==> src/rtl/cache_pkg.sv <==
// Shared definitions for the cache miss interface: request field layout,
// line/word geometry and the responder FSM state encoding.
package cache_pkg;

  localparam int unsigned LINE_W        = 128;
  localparam int unsigned WORD_W        = 32;

  // Miss request layout: {line address, write flag, write line}
  localparam int unsigned MISS_REQ_W    = 149;
  localparam int unsigned MISS_WE_BIT   = LINE_W;
  localparam int unsigned MISS_ADDR_LO  = MISS_WE_BIT + 1;
  localparam int unsigned MISS_ADDR_HI  = MISS_REQ_W - 1;
  localparam int unsigned MISS_ADDR_W   = MISS_ADDR_HI - MISS_ADDR_LO + 1;

  typedef struct packed {
    logic [MISS_ADDR_W-1:0] addr;
    logic                   we;
    logic [LINE_W-1:0]      line;
  } miss_req_t;

  typedef enum logic [1:0] {
    ST_IDLE = 2'd0,
    ST_BEAT = 2'd1,
    ST_RESP = 2'd2
  } miss_state_e;

endpackage

==> src/rtl/cache_miss_responder.sv <==
// Memory-side responder for the cache miss port. Takes one line request at a
// time, runs it as four word beats on the backing-memory bus and returns a
// single-cycle response with the line (or echoed write line) or a bus error.
//
// Ports:
//   clock, reset_n                  clock, async active-low reset
//   req_valid_miss, req_info_miss   request strobe and {addr, we, line}
//   rsp_valid_miss, rsp_data_miss,
//   rsp_bus_error                   single-cycle response
//   mem_req/we/addr/wdata           beat request to backing memory
//   mem_ack/rdata/err               beat completion from backing memory
//   busy                            FSM not idle
//   proto_err                       sticky: request seen while not idle
module cache_miss_responder
  import cache_pkg::*;
#(
  parameter int unsigned ADDR_W    = 20,
  parameter int unsigned MEM_LINES = 4096,
  parameter int unsigned TIMEOUT   = 15
) (
  input  logic                  clock,
  input  logic                  reset_n,
  input  logic                  req_valid_miss,
  input  logic [MISS_REQ_W-1:0] req_info_miss,
  output logic                  rsp_valid_miss,
  output logic [LINE_W-1:0]     rsp_data_miss,
  output logic                  rsp_bus_error,
  output logic                  mem_req,
  output logic                  mem_we,
  output logic [ADDR_W+1:0]     mem_addr,
  output logic [WORD_W-1:0]     mem_wdata,
  input  logic                  mem_ack,
  input  logic [WORD_W-1:0]     mem_rdata,
  input  logic                  mem_err,
  output logic                  busy,
  output logic                  proto_err
);

  localparam int unsigned WAIT_W = $clog2(TIMEOUT + 1);

  miss_req_t   req;
  logic [ADDR_W-1:0] req_addr;
  logic        req_oob;

  miss_state_e state_q, state_d;
  logic [ADDR_W-1:0] addr_q, addr_d;
  logic        we_q, we_d;
  logic [LINE_W-1:0] wline_q, wline_d;
  logic [LINE_W-1:0] line_q, line_d;
  logic [1:0]  beat_q, beat_d;
  logic [WAIT_W-1:0] wait_q, wait_d;
  logic        err_q, err_d;

  logic        rsp_valid_q, rsp_valid_d;
  logic [LINE_W-1:0] rsp_data_q, rsp_data_d;
  logic        rsp_err_q, rsp_err_d;
  logic        mem_req_q, mem_req_d;
  logic        mem_we_q, mem_we_d;
  logic [ADDR_W+1:0] mem_addr_q, mem_addr_d;
  logic [WORD_W-1:0] mem_wdata_q, mem_wdata_d;
  logic        busy_q, busy_d;
  logic        proto_q, proto_d;

  assign req      = miss_req_t'(req_info_miss);
  assign req_addr = ADDR_W'(req.addr);
  assign req_oob  = (64'(req_addr) >= 64'(MEM_LINES));

  // Next-state, datapath and registered-output computation
  always_comb begin
    state_d     = state_q;
    addr_d      = addr_q;
    we_d        = we_q;
    wline_d     = wline_q;
    line_d      = line_q;
    beat_d      = beat_q;
    wait_d      = wait_q;
    err_d       = err_q;
    proto_d     = proto_q | (req_valid_miss && (state_q != ST_IDLE));

    unique case (state_q)
      ST_IDLE: begin
        if (req_valid_miss) begin
          addr_d  = req_addr;
          we_d    = req.we;
          wline_d = req.line;
          line_d  = '0;
          beat_d  = 2'd0;
          wait_d  = '0;
          err_d   = req_oob;
          state_d = req_oob ? ST_RESP : ST_BEAT;
        end
      end
      ST_BEAT: begin
        // Timeout wins: mem_req is already low in this cycle
        if (wait_q == WAIT_W'(TIMEOUT)) begin
          err_d   = 1'b1;
          state_d = ST_RESP;
        end else if (mem_err) begin
          err_d   = 1'b1;
          state_d = ST_RESP;
        end else if (mem_ack) begin
          // Beat b occupies line bits [b*32 +: 32]
          if (!we_q) begin
            line_d[{beat_q, 5'd0} +: WORD_W] = mem_rdata;
          end
          if (beat_q == 2'd3) begin
            err_d   = 1'b0;
            state_d = ST_RESP;
          end else begin
            beat_d = 2'(beat_q + 2'd1);
            wait_d = '0;
          end
        end else begin
          wait_d = WAIT_W'(wait_q + 1'b1);
        end
      end
      ST_RESP: begin
        state_d = ST_IDLE;
      end
      default: begin
        state_d = ST_IDLE;
      end
    endcase

    // Outputs are registered from next-state values so they line up with state_q
    busy_d      = (state_d != ST_IDLE);
    mem_req_d   = (state_d == ST_BEAT) && (wait_d != WAIT_W'(TIMEOUT));
    mem_we_d    = (state_d == ST_BEAT) && we_d;
    mem_addr_d  = (state_d == ST_BEAT) ? {addr_d, beat_d} : '0;
    mem_wdata_d = ((state_d == ST_BEAT) && we_d) ? wline_d[{beat_d, 5'd0} +: WORD_W] : '0;
    rsp_valid_d = (state_d == ST_RESP);
    rsp_err_d   = (state_d == ST_RESP) && err_d;
    rsp_data_d  = ((state_d == ST_RESP) && !err_d) ? (we_d ? wline_d : line_d) : '0;
  end

  // State and output registers
  always_ff @(posedge clock or negedge reset_n) begin
    if (!reset_n) begin
      state_q     <= ST_IDLE;
      addr_q      <= '0;
      we_q        <= 1'b0;
      wline_q     <= '0;
      line_q      <= '0;
      beat_q      <= 2'd0;
      wait_q      <= '0;
      err_q       <= 1'b0;
      proto_q     <= 1'b0;
      busy_q      <= 1'b0;
      mem_req_q   <= 1'b0;
      mem_we_q    <= 1'b0;
      mem_addr_q  <= '0;
      mem_wdata_q <= '0;
      rsp_valid_q <= 1'b0;
      rsp_err_q   <= 1'b0;
      rsp_data_q  <= '0;
    end else begin
      state_q     <= state_d;
      addr_q      <= addr_d;
      we_q        <= we_d;
      wline_q     <= wline_d;
      line_q      <= line_d;
      beat_q      <= beat_d;
      wait_q      <= wait_d;
      err_q       <= err_d;
      proto_q     <= proto_d;
      busy_q      <= busy_d;
      mem_req_q   <= mem_req_d;
      mem_we_q    <= mem_we_d;
      mem_addr_q  <= mem_addr_d;
      mem_wdata_q <= mem_wdata_d;
      rsp_valid_q <= rsp_valid_d;
      rsp_err_q   <= rsp_err_d;
      rsp_data_q  <= rsp_data_d;
    end
  end

  assign rsp_valid_miss = rsp_valid_q;
  assign rsp_data_miss  = rsp_data_q;
  assign rsp_bus_error  = rsp_err_q;
  assign mem_req        = mem_req_q;
  assign mem_we         = mem_we_q;
  assign mem_addr       = mem_addr_q;
  assign mem_wdata      = mem_wdata_q;
  assign busy           = busy_q;
  assign proto_err      = proto_q;

endmodule

==> config.mk <==
export PLATFORM = sky130hd
export DESIGN_NAME = cache_miss_responder
export DESIGN_NICKNAME = d
export VERILOG_FILES = /design/src/rtl/cache_pkg.sv /design/src/rtl/cache_miss_responder.sv
export SDC_FILE = /design/constraint.sdc
export NUM_CORES = 1
export LEC_CHECK = 0
export CAP_MARGIN = 40
export CORE_ASPECT_RATIO = 1.1
export CORE_MARGIN = 5
export CORE_UTILIZATION = 52
export DETAILED_ROUTE_END_ITERATION = 12
export PLACE_DENSITY = 0.8
export SYNTH_ARGS = -nofsm -noshare
export SYNTH_HDL_FRONTEND = slang
export SYNTH_SLANG_ARGS = --single-unit
export TNS_END_PERCENT = 30
==> constraint.sdc <==
create_clock -name clock -period 2.7 [get_ports clock]
set_input_delay 0.405 -clock clock [delete_from_list [all_inputs] [get_ports clock]]
set_output_delay 0.405 -clock clock [all_outputs]
set_load 0.02 [all_outputs]
; ---- Yosys cells after proc, flatten, opt, wreduce, memory -nomap -nowiden
; Index checks and enable logic that the tools add are counted.
[word_totals]
ff_bits = 474
[op_classes]
add_sub_neg = 3
magnitude_cmp = 1
eq_ne = 6
n_shift = 3
muxes = 42
n_bitwise = 1
n_reduce_logical = 9
[op_table]
columns = operator, n
row1 = $mux 128, 9
row2 = $pmux 128 s2, 1
row3 = $bwmux 128, 1
row4 = $shift 32x9->128 const A, 1
row5 = $shiftx 128x8->32, 1
row6 = $shiftx 32x9->128, 1
row7 = $mux 20, 2
row8 = $mux 32, 1
row9 = $mux 2, 11
row10 = $mux 22, 1
row11 = $ge 20x13->1 const B, 1
row12 = $mux 4, 5
row13 = $neg 7->9, 1
row14 = $pmux 2 s2, 2
row15 = $pmux 4 s2, 1
row16 = $mux 1, 7
row17 = $logic_and 1x1->1, 5
row18 = $add 4x1->4 const B, 1
row19 = $eq 2x1->1 const B, 2
row20 = $eq 2x2->1 const B, 2
row21 = $eq 4x4->1 const B, 1
row22 = $ne 4x4->1 const B, 1
row23 = $reduce_bool 2->1, 2
row24 = $add 2x1->2 const B, 1
row25 = other kinds (4), 4

; ---- Logic depth before layout (Yosys ltp)
[logic_depth]
word_depth = 10
depth_mapped = 8

; ---- Least setup slack after synthesis
; OpenSTA, ideal clock, no wires.
[synth_path]
path_kind = register to register
from = reg beat_q[0]
to = reg rsp_data_q[1] (netlist: rsp_data_miss[1])
t_arrival_ps = 2368
required_time_ps = 2622
slack_ps = 254
path_stages_with_launch = 9
path_buffers = 1
period_less_slack_ps = 2446
cell_sequence = dfrtp_1 > inv_1 > ha_1 > or3b_2 > nor4_2 > clkbuf_1 > a22o_1 > nand2_1 > a21oi_1
[synth_between]
elab_chain_cells = 10
word_cells_on_any_way = 25
[synth_lines]
columns = item, line
row1 = "start, declared", cache_miss_responder.sv:50  ; logic [1:0] beat_q, beat_d;
row2 = "start signal, assigned", cache_miss_responder.sv:162  ; beat_q <= beat_d;
row3 = $neg 7->9 *, cache_miss_responder.sv:104  ; line_d[{beat_q, 5'd0} +: WORD_W] = mem_rdata;
row4 = $shiftx 32x9->128 / $shift 32x9->128 (equally long branches), cache_miss_responder.sv:104
row5 = $bwmux 128 *, cache_miss_responder.sv:104
row6 = $mux 128 *, cache_miss_responder.sv:103  ; if (!we_q) begin
row7 = $mux 128 *, cache_miss_responder.sv:101  ; end else if (mem_ack) begin
row8 = $mux 128 *, cache_miss_responder.sv:98  ; end else if (mem_err) begin
row9 = $mux 128 *, cache_miss_responder.sv:95  ; if (wait_q == WAIT_W'(TIMEOUT)) begin
row10 = $pmux 128 s2 *, cache_miss_responder.sv:80  ; unique case (state_q)
row11 = via line_d[1], cache_miss_responder.sv:49  ; logic [LINE_W-1:0] line_q, line_d;
row12 = $mux 128 * (2 in series), cache_miss_responder.sv:133  ; rsp_data_d = ((state_d == ST_RESP) && !err_d) ? (we_d ? wline_d : line_d) : '0;
row13 = via rsp_data_d[1], cache_miss_responder.sv:55  ; logic [LINE_W-1:0] rsp_data_q, rsp_data_d;
row14 = "end signal, assigned", cache_miss_responder.sv:173  ; rsp_data_q <= rsp_data_d;
row15 = "end, declared", cache_miss_responder.sv:55
; The timed path passes the listed nets; every way through them passes the cells marked *.

; ---- Worst setup path after layout
[layout_path]
from = reg wait_q[0]
to = reg mem_wdata_q[24] (netlist: mem_wdata[24])
[layout_between]
elab_chain_cells = 6
word_cells_on_any_way = 9
[layout_lines]
columns = item, line
row1 = "start, declared", cache_miss_responder.sv:51  ; logic [WAIT_W-1:0] wait_q, wait_d;
row2 = "start signal, assigned", cache_miss_responder.sv:163  ; wait_q <= wait_d;
row3 = $eq 4x4->1 *, cache_miss_responder.sv:95
row4 = "parallel branches: the longest is 4 deep, another holds $shiftx 128x8->32", -
row5 = $mux 32 *, cache_miss_responder.sv:130  ; mem_wdata_d = ((state_d == ST_BEAT) && we_d) ? wline_d[{beat_d, 5'd0} +: WORD_W] : '0;
row6 = via mem_wdata_d[24], cache_miss_responder.sv:60  ; logic [WORD_W-1:0] mem_wdata_q, mem_wdata_d;
row7 = "end signal, assigned", cache_miss_responder.sv:170  ; mem_wdata_q <= mem_wdata_d;
row8 = "end, declared", cache_miss_responder.sv:60
; Mark *: on every way through the listed nets, which the timed path passes.

==> impl_metrics.py <==
metrics = {
    "run_status": {
        "outcome": "complete, no violations",
    },
    "critical_path": {
        "worstSetupEndpointType": "flip-flop",
        "cp_top_family": "simple AND/OR/NAND/NOR gates",
        "r2r-start": "wait_q[0]",
        "worstPathMaxFanout": 10,
        "critical_path_cell_by_cell": "ha_1 -> a31o_4 -> or4_1 -> buf_4 -> nand2_8 -> buf_4 -> mux2_1 -> a22o_1",
        "crit_cells": 8,
        "cp_data_required_time_ns": 3.13,
        "critical_path.startpoint": "wait_q[0]",
        "critPathSlowestCell": "sky130_fd_sc_hd__or4_1",
        "cp_common_cell": "sky130_fd_sc_hd__buf_4",
        "timing.setup.critical_path_class": "reg2reg",
        "setup.worst_path.start_class": "flip-flop",
        "worst-endpoint-arrival_ns": 3.01,
        "path_buf_inv": 2,
        "slowest_delay_ns": 0.47,
        "worstRegToRegCells": 8,
    },
    "placement": {
        "post-place-cells": 2594,
        "routabilityCongestion": 0.9588,
        "place_hpwl_um": 45870,
        "place.port_buffers": 373,
    },
    "cells_and_area": {
        "area_taken_by_flip_flops_and_latches_um2": 11840,
        "layout.cells.most_common": "sky130_fd_sc_hd__nand2_1",
        "filler_cell_count": 2546,
        "syn_to_layout_area_delta_pct": 33.95,
        "fin_nets": 2350,
        "multi_input_gate_area_um2": 6661,
        "count_of_non_filler_cells_in_the_finished_layout": 2676,
        "layout.cells.most_common_list": "sky130_fd_sc_hd__nand2_1, sky130_fd_sc_hd__dfrtp_1, sky130_fd_sc_hd__clkdlybuf4s50_1, sky130_fd_sc_hd__a22o_1, sky130_fd_sc_hd__o21ai_0",
        "layout-drive-gt1-share": 0.1121,
    },
    "global_routing": {
        "number_of_antenna_violations_at_the_first_check_in_global_routing": 4,
        "first_pass_grt_wire_length_um": 96610,
        "largest_net_degree_at_the_start_of_global_routing": 87,
        "grt-ovfl-total": 0,
        "track_usage": 0.3142,
        "number_of_global_route_vias_before_repair": 16180,
    },
    "clock_tree": {
        "clk-insertion-delay-late_ns": 0.55,
        "ctsRootBufferMaster": "sky130_fd_sc_hd__clkbuf_16",
        "worst_setup_hold_path_clk_slew_ns": 0.06,
        "cts_buffers": 46,
        "clock_tree.htree_level_count": 2,
        "cts_resized": 0,
        "clock_tree_from_tritoncts": "built",
        "ctsLongestPathBuffers": 3,
        "cts_hold_buffers": 1,
        "cts_num_sinks": 473,
        "post_cts_buffers": 0,
    },
    "die": {
        "floorplan.die_area_um2": 40640,
        "design.portCount": 374,
        "die-width_um": 192.7,
        "floorplan.core_area_um2": 36170,
        "rows": 73,
        "die_height_um": 210.9,
        "initial_utilization": 0.5276,
    },
    "timing": {
        "final_max_slew_viol_count": 0,
        "timing_hold_violations_final": 0,
        "timing.fmax_ghz": 0.3883,
        "setup_viol": 0,
        "slew_headroom": 0.6699,
        "timing.final.crit_period_ns": 2.576,
        "grt_setup_unrepaired": "false",
        "fin_worst_skew_ns": 0.01514,
        "final.setup.tns_ns": 0,
        "finalCritPeriodShare": 0.9539,
        "max_slew.worst_pin.slew_ns": 0.4922,
    },
    "power_and_ir_drop": {
        "vdd_drop_max_v": 0.0003934,
        "powerDensity_nw_per_um2": 617.7,
        "p_total_w": 0.01579,
        "power.leakage_nw": 12.66,
    },
    "yosys": {
        "netlist_area_um2": 19080,
        "synthCells": 1745,
        "yosys-top-cells-area": "sky130_fd_sc_hd__dfrtp_1, sky130_fd_sc_hd__nand2_1, sky130_fd_sc_hd__a22o_1",
        "synth_top_area_cell": "sky130_fd_sc_hd__dfrtp_1",
        "synth_cell_types": 55,
        "syn-num-nets": 1939,
        "ys_async_sr_fraction": 1.000,
        "top_area_cell_type_share_of_the_netlist_area": 0.6202,
        "ys_seq_area_frac": 0.6202,
        "syn_area_per_cell_um2": 10.94,
        "synth_enable_flop_cells": 0,
        "synth_warnings": 0,
        "ys.flop_type": "sky130_fd_sc_hd__dfrtp_1",
        "ys_ff_latch": 473,
    },
    "detailed_routing": {
        "route.detailed.drc": 0,
        "drt-total-wl_um": 64760,
        "iteration_count_of_the_initial_detailed_routing_pass": 6,
        "post_detailed_route_count_of_antenna_violating_nets": 0,
        "route.detailed.vias_per_inst": 5.726,
        "average_wire_length_per_cell_after_detail_routing_um": 24.20,
        "dr.first_iter.drc_count": 1282,
        "vias": 15320,
    },
    "hold_path": {
        "worst_hold_check_path_type": "in2async",
    },
    "flow_run": {
        "max_cap_violations": 0,
    },
}
==> through the flow <==
stage          hold WS [ns]    util  setup WS (ns)  area [um2]
2_1_floorplan        0.1094       -         0.2544       19080
3_3_place_gp         0.3543  0.6649       -0.06753       24050
3_5_place_dp         0.3560  0.6649       -0.04764       24050
4_1_cts              0.3806  0.7066         0.1193       25560
5_1_grt              0.4224  0.7066        0.05902       25560
6_report             0.3847  0.7068         0.1245       25560
==> where the power goes <==
part / switching [W] / leakage [nW] / internal [W]
Sequential: 0.000103 / 6.34 / 0.00739
Combinational: 0.00120 / 5.57 / 0.000689
Clock: 0.00263 / 0.743 / 0.00378
Total: 0.00393 / 12.7 / 0.0119
==> state kept, by name (all words and copies together), names as in the netlist, 2 cells and up <==
name and cells:
addr_q 20, beat_q 2, line_q 128, mem_addr 22, mem_wdata 32, rsp_data_miss 128
state_q 2, wait_q 4, wline_q 128
==> kinds of logic (layout without fill, tap and decap cells) <==
family | after synthesis | after routing | share of synthesized area
mux | 102 | 102 | 0.05815
compound gates | 365 | 365 | 0.1419
simple gates | 663 | 663 | 0.1393
fa+ha+maj | 8 | 8 | 0.005245
buf+inv | 134 | 575 | 0.03514
other cells | 0 | 3 | 0
flops | 473 | 473 | 0.6202
==> synthesized netlist by cell type (7+ instances only) <==
library cell / number
sky130_fd_sc_hd__nand2_1: 546
sky130_fd_sc_hd__dfrtp_1: 473
sky130_fd_sc_hd__a22o_1: 125
sky130_fd_sc_hd__o21ai_0: 97
sky130_fd_sc_hd__nor2_1: 75
sky130_fd_sc_hd__a21oi_1: 57
sky130_fd_sc_hd__clkbuf_1: 54
sky130_fd_sc_hd__o21ba_1: 50
sky130_fd_sc_hd__buf_2: 44
sky130_fd_sc_hd__mux2i_1: 40
sky130_fd_sc_hd__mux2_1: 33
sky130_fd_sc_hd__mux2_2: 28
sky130_fd_sc_hd__o21ba_2: 14
sky130_fd_sc_hd__inv_1: 12
sky130_fd_sc_hd__buf_1: 10
sky130_fd_sc_hd__ha_1: 8
sky130_fd_sc_hd__nand3_1: 7
==> worst paths after layout <==
kind	slack, ns	end
worst max-delay path	0.12	mem_wdata[24]
min in group clock	0.42	wline_q[65]
worst max register to register	0.12	mem_wdata[24]
worst min-delay path	0.38	rsp_data_miss[28]
max in group asynchronous	1.34	rsp_data_miss[9]
worst min register to register	0.47	proto_err
==> layout make-up <==
class                           count  area share
Sequential cell                   473      0.4630
Multi-Input combinational cell   1138      0.2606
Timing Repair Buffer              484      0.1917
Clock buffer                       63     0.05149
Tap cell                          487     0.02384
Clock inverter                     15    0.007097
Inverter                           13    0.002007
Antenna cell                        3   0.0002937
==> per-layer routing <==
layer / GRT usage / vias up / wire length [um]
met5: 0 / - / 13
met4: 0.1906 / 4 / 4653
met3: 0.06595 / 190 / 5425
met2: 0.5235 / 836 / 31710
met1: 0.3744 / 7616 / 22950
li1: - / 6676 / -
Power figures use the tool's default switching activity.
